===== src/rtl/ifetch_decode.sv =====
// Fetch/decode front end: owns the PC, fetches over valid/ready,
// one-hot decodes each word and picks the next PC when execute is done.
module ifetch_decode #(
  parameter logic [31:0] PC_RESET = 32'h0040_0000
) (
  input  logic        clk,
  input  logic        rst,
  output logic        imem_req_valid,
  input  logic        imem_req_ready,
  output logic [31:0] imem_addr,
  input  logic        imem_rsp_valid,
  input  logic [31:0] imem_rsp_data,
  output logic [31:0] instr,
  output logic [31:0] decoded_instr,
  output logic        instr_valid,
  output logic        illegal_instr,
  output logic [31:0] pc,
  output logic [31:0] pc_plus4,
  input  logic        exec_done,
  input  logic [1:0]  npc_sel,
  input  logic [31:0] rs_data
);

  typedef enum logic [1:0] {
    S_FETCH,
    S_WAIT,
    S_EXEC
  } state_t;

  state_t      state, state_nx;
  logic [31:0] next_pc;
  logic [31:0] br_off;
  logic [31:0] dec_nx;
  logic        ill_nx;
  logic [5:0]  op;
  logic [5:0]  fn;

  assign op = imem_rsp_data[31:26];
  assign fn = imem_rsp_data[5:0];

  // Held low during reset so no request escapes before release
  assign imem_req_valid = (state == S_FETCH) & ~rst;
  assign imem_addr      = pc;
  assign pc_plus4       = pc + 32'd4;
  assign br_off         = {{14{instr[15]}}, instr[15:0], 2'b00};

  always_comb begin
    next_pc = pc_plus4;
    unique case (npc_sel)
      2'b00: next_pc = pc_plus4;
      2'b01: next_pc = rs_data & ~32'h3;
      2'b10: next_pc = pc_plus4 + br_off;
      2'b11: next_pc = {pc_plus4[31:28], instr[25:0], 2'b00};
      default: next_pc = pc_plus4;
    endcase
  end

  always_comb begin
    dec_nx = '0;
    ill_nx = 1'b0;
    case (op)
      6'h00: begin
        case (fn)
          6'h20: dec_nx[0]  = 1'b1;
          6'h21: dec_nx[1]  = 1'b1;
          6'h22: dec_nx[2]  = 1'b1;
          6'h23: dec_nx[3]  = 1'b1;
          6'h24: dec_nx[4]  = 1'b1;
          6'h25: dec_nx[5]  = 1'b1;
          6'h26: dec_nx[6]  = 1'b1;
          6'h27: dec_nx[7]  = 1'b1;
          6'h2A: dec_nx[8]  = 1'b1;
          6'h2B: dec_nx[9]  = 1'b1;
          6'h00: dec_nx[10] = 1'b1;
          6'h02: dec_nx[11] = 1'b1;
          6'h03: dec_nx[12] = 1'b1;
          6'h04: dec_nx[13] = 1'b1;
          6'h06: dec_nx[14] = 1'b1;
          6'h07: dec_nx[15] = 1'b1;
          6'h08: dec_nx[16] = 1'b1;
          default: ill_nx = 1'b1;
        endcase
      end
      6'h08: dec_nx[17] = 1'b1;
      6'h09: dec_nx[18] = 1'b1;
      6'h0C: dec_nx[19] = 1'b1;
      6'h0D: dec_nx[20] = 1'b1;
      6'h0E: dec_nx[21] = 1'b1;
      6'h0F: dec_nx[22] = 1'b1;
      6'h23: dec_nx[23] = 1'b1;
      6'h2B: dec_nx[24] = 1'b1;
      6'h04: dec_nx[25] = 1'b1;
      6'h05: dec_nx[26] = 1'b1;
      6'h0A: dec_nx[27] = 1'b1;
      6'h0B: dec_nx[28] = 1'b1;
      6'h02: dec_nx[29] = 1'b1;
      6'h03: dec_nx[30] = 1'b1;
      default: ill_nx = 1'b1;
    endcase
  end

  always_comb begin
    state_nx = state;
    unique case (state)
      S_FETCH: if (imem_req_ready) state_nx = S_WAIT;
      S_WAIT:  if (imem_rsp_valid) state_nx = S_EXEC;
      S_EXEC:  if (exec_done)      state_nx = S_FETCH;
      default: state_nx = S_FETCH;
    endcase
  end

  always_ff @(posedge clk or posedge rst) begin
    if (rst) begin
      state         <= S_FETCH;
      pc            <= PC_RESET;
      instr         <= '0;
      decoded_instr <= '0;
      instr_valid   <= 1'b0;
      illegal_instr <= 1'b0;
    end else begin
      state <= state_nx;
      if (state == S_WAIT && imem_rsp_valid) begin
        instr         <= imem_rsp_data;
        decoded_instr <= dec_nx;
        illegal_instr <= ill_nx;
        instr_valid   <= 1'b1;
      end
      if (state == S_EXEC && exec_done) begin
        pc          <= next_pc;
        instr_valid <= 1'b0;
      end
    end
  end

endmodule


===== config.mk =====
export PLATFORM = sky130hd
export DESIGN_NAME = ifetch_decode
export DESIGN_NICKNAME = d
export VERILOG_FILES = /design/src/rtl/ifetch_decode.sv
export SDC_FILE = /design/constraint.sdc
export NUM_CORES = 1
export LEC_CHECK = 0
export CORE_MARGIN = 2
export CORE_UTILIZATION = 51
export CTS_CLUSTER_SIZE = 30
export DETAILED_ROUTE_END_ITERATION = 7
export PLACE_DENSITY = 0.88
export RECOVER_POWER = 100
export SLEW_MARGIN = 40
export SYNTH_ARGS = -nofsm -noshare
export SYNTH_HDL_FRONTEND = slang
export SYNTH_SLANG_ARGS = --single-unit

===== constraint.sdc =====
create_clock -name clk -period 7.7 [get_ports clk]
set_clock_uncertainty 0.05 [all_clocks]
set_input_delay 1.155 -clock clk [delete_from_list [all_inputs] [get_ports clk]]
set_output_delay 1.155 -clock clk [all_outputs]
set_load 0.1 [all_outputs]

# ---- Word level (Yosys, flattened, before mapping)
# Cells that the tools add are included.
dict set report word_totals {
  regBits 99
  latch_bits 0
  ramBits 0
  romBits 0
  out_inout_bits 163
  elab_cells 99
  n_memories 0
}
dict set report op_classes {
  add_sub_neg 2
  mul 0
  div 0
  order_cmp 0
  n_eq_ne 38
  n_shift 0
  n_mux 41
  bitwise 2
  reduce_logical 10
}
# operator n
set ops {}
lappend ops {{case mux 32 bit (4 select lines)} 1}
lappend ops {{equality test 6 bit, second input constant} 12}
lappend ops {{equality test 6 x 4 -> 1 bit, second input constant} 9}
lappend ops {{2-to-1 mux 1 bit} 34}
lappend ops {{adder 32 x 3 -> 32 bit, second input constant} 1}
lappend ops {{adder 32 bit} 1}
lappend ops {{equality test 6 x 3 -> 1 bit, second input constant} 5}
lappend ops {{equality test 6 x 2 -> 1 bit, second input constant} 4}
lappend ops {{2-to-1 mux 17 bit} 1}
lappend ops {{OR reduction 17 bit} 1}
lappend ops {{OR reduction 14 bit} 1}
lappend ops {{zero test 6 bit} 2}
lappend ops {{equality test 2 bit, second input constant} 3}
lappend ops {{2-to-1 mux 2 bit} 3}
lappend ops {{inequality test 2 bit, second input constant} 3}
lappend ops {{case mux 2 bit (3 select lines)} 1}
lappend ops {{equality test 2 x 1 -> 1 bit, second input constant} 2}
lappend ops {{zero test 2 bit} 2}
lappend ops {{AND reduction 3 bit} 1}
lappend ops {{logical AND 1 bit} 2}
lappend ops {{case mux 1 bit (2 select lines)} 1}
lappend ops {{nonzero test 2 bit} 1}
lappend ops {{AND 1 bit} 1}
lappend ops {{NOT 1 bit} 1}

# ---- Logic depth before layout (Yosys ltp)
dict set report logic_depth {
  ltp_word 4
  mapped_depth 16
  ltp_nobuf 16
}

# ---- Least setup slack after synthesis
# Ideal clock, no wire load.
dict set report synth_path {
  kind {register to register}
  from {reg pc[6] (netlist: imem_addr[6])}
  to {reg pc[31] (netlist: imem_addr[31])}
  setup_ps 123
  t_arrival_ps 6115
  required_time_ps 7527
  setup_slack_ps 1412
  stages_incl_launch_ff 13
  n_path_buf 0
  period_less_slack_ps 6288
  cell_sequence {dfrtp_1 nand3_1 nor4_4 nand4_2 or2_1 xnor2_1 ha_1 or4_1 a31o_1 or4_1 nand4_1 mux2i_1 nand2_1}
}
dict set report synth_between {
  elab_chain_len 3
}
# element line
set synth_lines {}
lappend synth_lines {{from (decl)} 17} ;# output logic [31:0] pc,
lappend synth_lines {{from (signal assigned)} 129} ;# pc <= next_pc;
lappend synth_lines {{adder 32 x 3 -> 32 bit} 44} ;# assign pc_plus4 = pc + 32'd4;
lappend synth_lines {{via pc_plus4[27]} 18} ;# output logic [31:0] pc_plus4,
lappend synth_lines {{adder 32 bit} 52} ;# 2'b10: next_pc = pc_plus4 + br_off;
lappend synth_lines {{case mux 32 bit (4 select lines)} 49} ;# unique case (npc_sel)
# The timed path passes the listed nets, and every way through them passes these cells.
# A chain may end at the register's enable or synchronous reset.

# ---- Worst setup path in the final report
dict set report layout_path {
  from {reg pc[2] (netlist: imem_addr[2])}
  to {out pc_plus4[30]}
}
dict set report layout_between {
  elab_chain_len 1
}
# element line
set layout_lines {}
lappend layout_lines {{adder 32 x 3 -> 32 bit} 44}
lappend layout_lines {{to (decl)} 18}
# Every way passes these cells.

==> summary.txt <==
Clock network
  – Worst-Skew Late Latency: approximately 360 ps
  – Max H-tree Level: 3
  – CTS tree: done
  – Clock sink total: 97
  – Clock Pin Slew Worst Setup and Hold Paths: around 70 ps
  – Maximum clock path buffer count: 2
  – Post-CTS setup buffer count: 0
  – Post-CTS sizing: 0
  – Cell chosen for the clock root: clkbuf_16
  – CTS buffer count: 9
  – Hold Buf Count CTS: 0

STA
  – Setup WS post-layout: between 1500 and 2000 ps
  – Final period util: between 70% and 80%
  – Final Hold Violating Endpoints: 0
  – Worst Tran Pin Value: about 2200 ps
  – RSZ-0062 raised after global routing: false
  – Hold slack final: roughly 420 ps
  – Fmax: ~0.17 GHz
  – Max transition margin: -45.8%
  – Post-route setup TNS: 0 ps
  – Min cycle time layout: 5730 ps
  – Setup violators final: 0
  – Max Slew Vio Count: 132

Setup path
  – CP required: between 6000 and 7000 ps
  – Crit-path slowest cell: nor4_1
  – Stages on the worst setup path: 7
  – CP delay by family, top: simple AND/OR/NAND/NOR gates
  – Reg-to-reg critical path startpoint: imem_addr[2]
  – R2R depth: 15
  – Worst EP arrival: 4530 ps
  – Worst Path Buf+Inv: 1
  – CP peak stage delay: ~1400 ps
  – CP Launch Point: imem_addr[2]
  – Classification of the worst setup path: flip-flop to output port
  – Critical Path Fanout Max: 7
  – Reg2reg end: imem_addr[28]
  – Reg-to-reg setup timing slack: approximately 2200 ps
  – CP endpoint kind: output port
  – CP cell instances: ha_1, nand3_1, nor4_1, nand4_4, nor2_1, xnor2_1, clkbuf_1
  – Worst setup SP type: flip-flop
  – Worst setup endpoint: pc_plus4[30]

Synth
  – Synth cell types: 71
  – Synth top area cells: dfrtp_1 (34%), nand2_1 (8.6%), ha_1 (6.3%), xnor2_1 (4.4%), buf_4 (4.0%)
  – Yosys warns: 0
  – Post-synth EDFFs: 0
  – Register area share after synthesis: 34.7%
  – Mux contribution to synthesized area: about 6.4%
  – Simple-gate area share of the yosys netlist: about a fifth
  – Mapped Area: 6990 µm²
  – Synth Flop Type: dfrtp_1
  – Post-synthesis compound-gate area fraction: between 15 and 20%
  – Yosys top cell by area: dfrtp_1
  – Largest family of logic cells by synthesized area: simple AND/OR/NAND/NOR gates
  – Synthesized-area fraction occupied by adder cells: 6.55%
  – Mean Syn Cell Area: 8.65 µm²
  – FFs w/ async S/R, synth: 100%
  – Synth top cells by count: nand2_1 (161), dfrtp_1 (96), a21oi_1 (52)
  – Top cell type's share of synthesized area: 34.4%
  – Synthesis-stage register bit count: 97
  – Top-count cell post-synth: nand2_1
  – Mapped Cells: 808
  – Synth Area in XOR/XNOR: between 6 and 7%

Finish
  – Antenna fix cells: 0
  – Fraction of layout cells with a size suffix above 1: 5.54%
  – Nets: roughly 1,100
  – Layout area overhead: 20.7%

Die
  – Width of the die: around 120 µm
  – Initial Util: 52.6%
  – Die ar.: between 10,000 and 15,000 µm²
  – Cell Rows: between 40 and 50
  – IO Pins: roughly 230
  – Core footprint: 13,300 µm²
  – Die height: 121 µm

Drt
  – Mean number of vias per cell: 5.85
  – TritonRoute pass-1 iters: 5
  – Routed Antenna Nets: 0
  – Final wirelength: between 20,000 and 25,000 µm
  – Vias: about 7,000
  – Residual DRC: 0
  – Wirelength per Cell: between 15 and 20 µm
  – Drt first-iter violations: roughly 540

Worst hold path
  – HP Class: flip-flop to flip-flop

Status
  – Status: finished, violations left
  – Violated checks: capacitance limit, slew limit

Global routing
  – Total GRT Usage: between 20% and 30%
  – Largest net degree at the start of global routing: between 60 and 70
  – Initial antenna violation count: 0
  – Global-route wire length before repair: ~34,000 µm
  – Vias in the first global route: 6,632
  – Gr ovfl total: 0

Flow run
  – Max_cap viols: 5

Placement
  – Port buffer count: 224
  – HPWL after DPL: 15,800 µm
  – DP Worst Slack: between 3000 and 4000 ps
  – Gp weighted congestion: 0.918
## worst min path at each step
stage               slack, ps              start  depth (start not counted)                 to
CTS                       430           state[1]                          1           state[0]
global placement          410        instr_valid                          2        instr_valid
finish                    420           state[1]                          1           state[0]
floorplan                 390           state[1]                          1           state[0]
global route              450  decoded_instr[25]                          2  decoded_instr[25]
detailed placement        410          instr[30]                          2          instr[30]
## metrics by stage
step / cell area [µm²] / instances / util, %
floorplan: 7010 / 814 / -
global placement: 9120 / 1151 / 68.6
detailed placement: 8360 / 1152 / 62.8
CTS: 8680 / 1168 / 65.3
global route: 8440 / 1168 / 63.5
finish: 8440 / 1168 / 63.5
## layout make-up
class / count / area, µm²
multi-input cells: 620 / 4050
fillers: 1220 / 4860
clock inverters: 7 / 101
flip-flops and latches: 97 / 2430
repair buffers: 231 / 1310
inverters: 28 / 106
well taps: 176 / 220
clock buffers: 9 / 225
## worst reg2reg max path, delay by kind of cell (launching register included)
| kind | cells | cell delay (ps) |
|---|---|---|
| compound gates | 6 | 1470 |
| fa+ha+maj | 2 | 640 |
| xor+xnor | 1 | 390 |
| flops | 1 | 490 |
| simple gates | 6 | 2350 |
## placed cells by master (no fill, tap or decap), types with 5 or more instances in the layout
cell type          n
nand2_1          161
clkbuf_1         158
dfrtp_1           96
clkdlybuf4s50_1   64
a21oi_1           52
nor2_1            46
o21ai_0           43
xnor2_1           35
ha_1              35
inv_1             26
nand3_1           18
a21o_1            17
xor2_1            17
a22o_1            16
mux4_2            12
and3_1            12
mux2i_1           11
nor3_1            11
clkbuf_16          9
nor4_1             7
nand2b_1           7
o22ai_1            7
nand4_1            7
a32o_1             7
conb_1             7
mux2_2             6
nor2b_1            5
nor3b_1            5
a211oi_1           5
## cell families (layout without fill, tap and decap cells)
family          count (synthesis)  count (layout)
simple gates                  306             306
xor+xnor                       52              52
mux                            29              29
compound gates                190             190
flops                          97              97
other cells                     1               7
fa+ha+maj                      36              36
buf+inv                        97             275
## flip-flops by register name, summed over array words and instances (netlist names)
register	count
instr	32
decoded_instr	31
imem_addr	30
state	2
illegal_instr	1
instr_valid	1
## routing by layer
metal / GRT usage (%) / wire, µm / up-vias
met5: 0 / 0 / -
met4: 10.7 / 363 / 0
met3: 6.86 / 1950 / 33
met2: 48.7 / 10200 / 320
met1: 37.0 / 8760 / 3291
li1: - / - / 3186
Power is not shown: default switching activity piles up to over one toggle a cycle in this logic, so the estimate is an artifact.
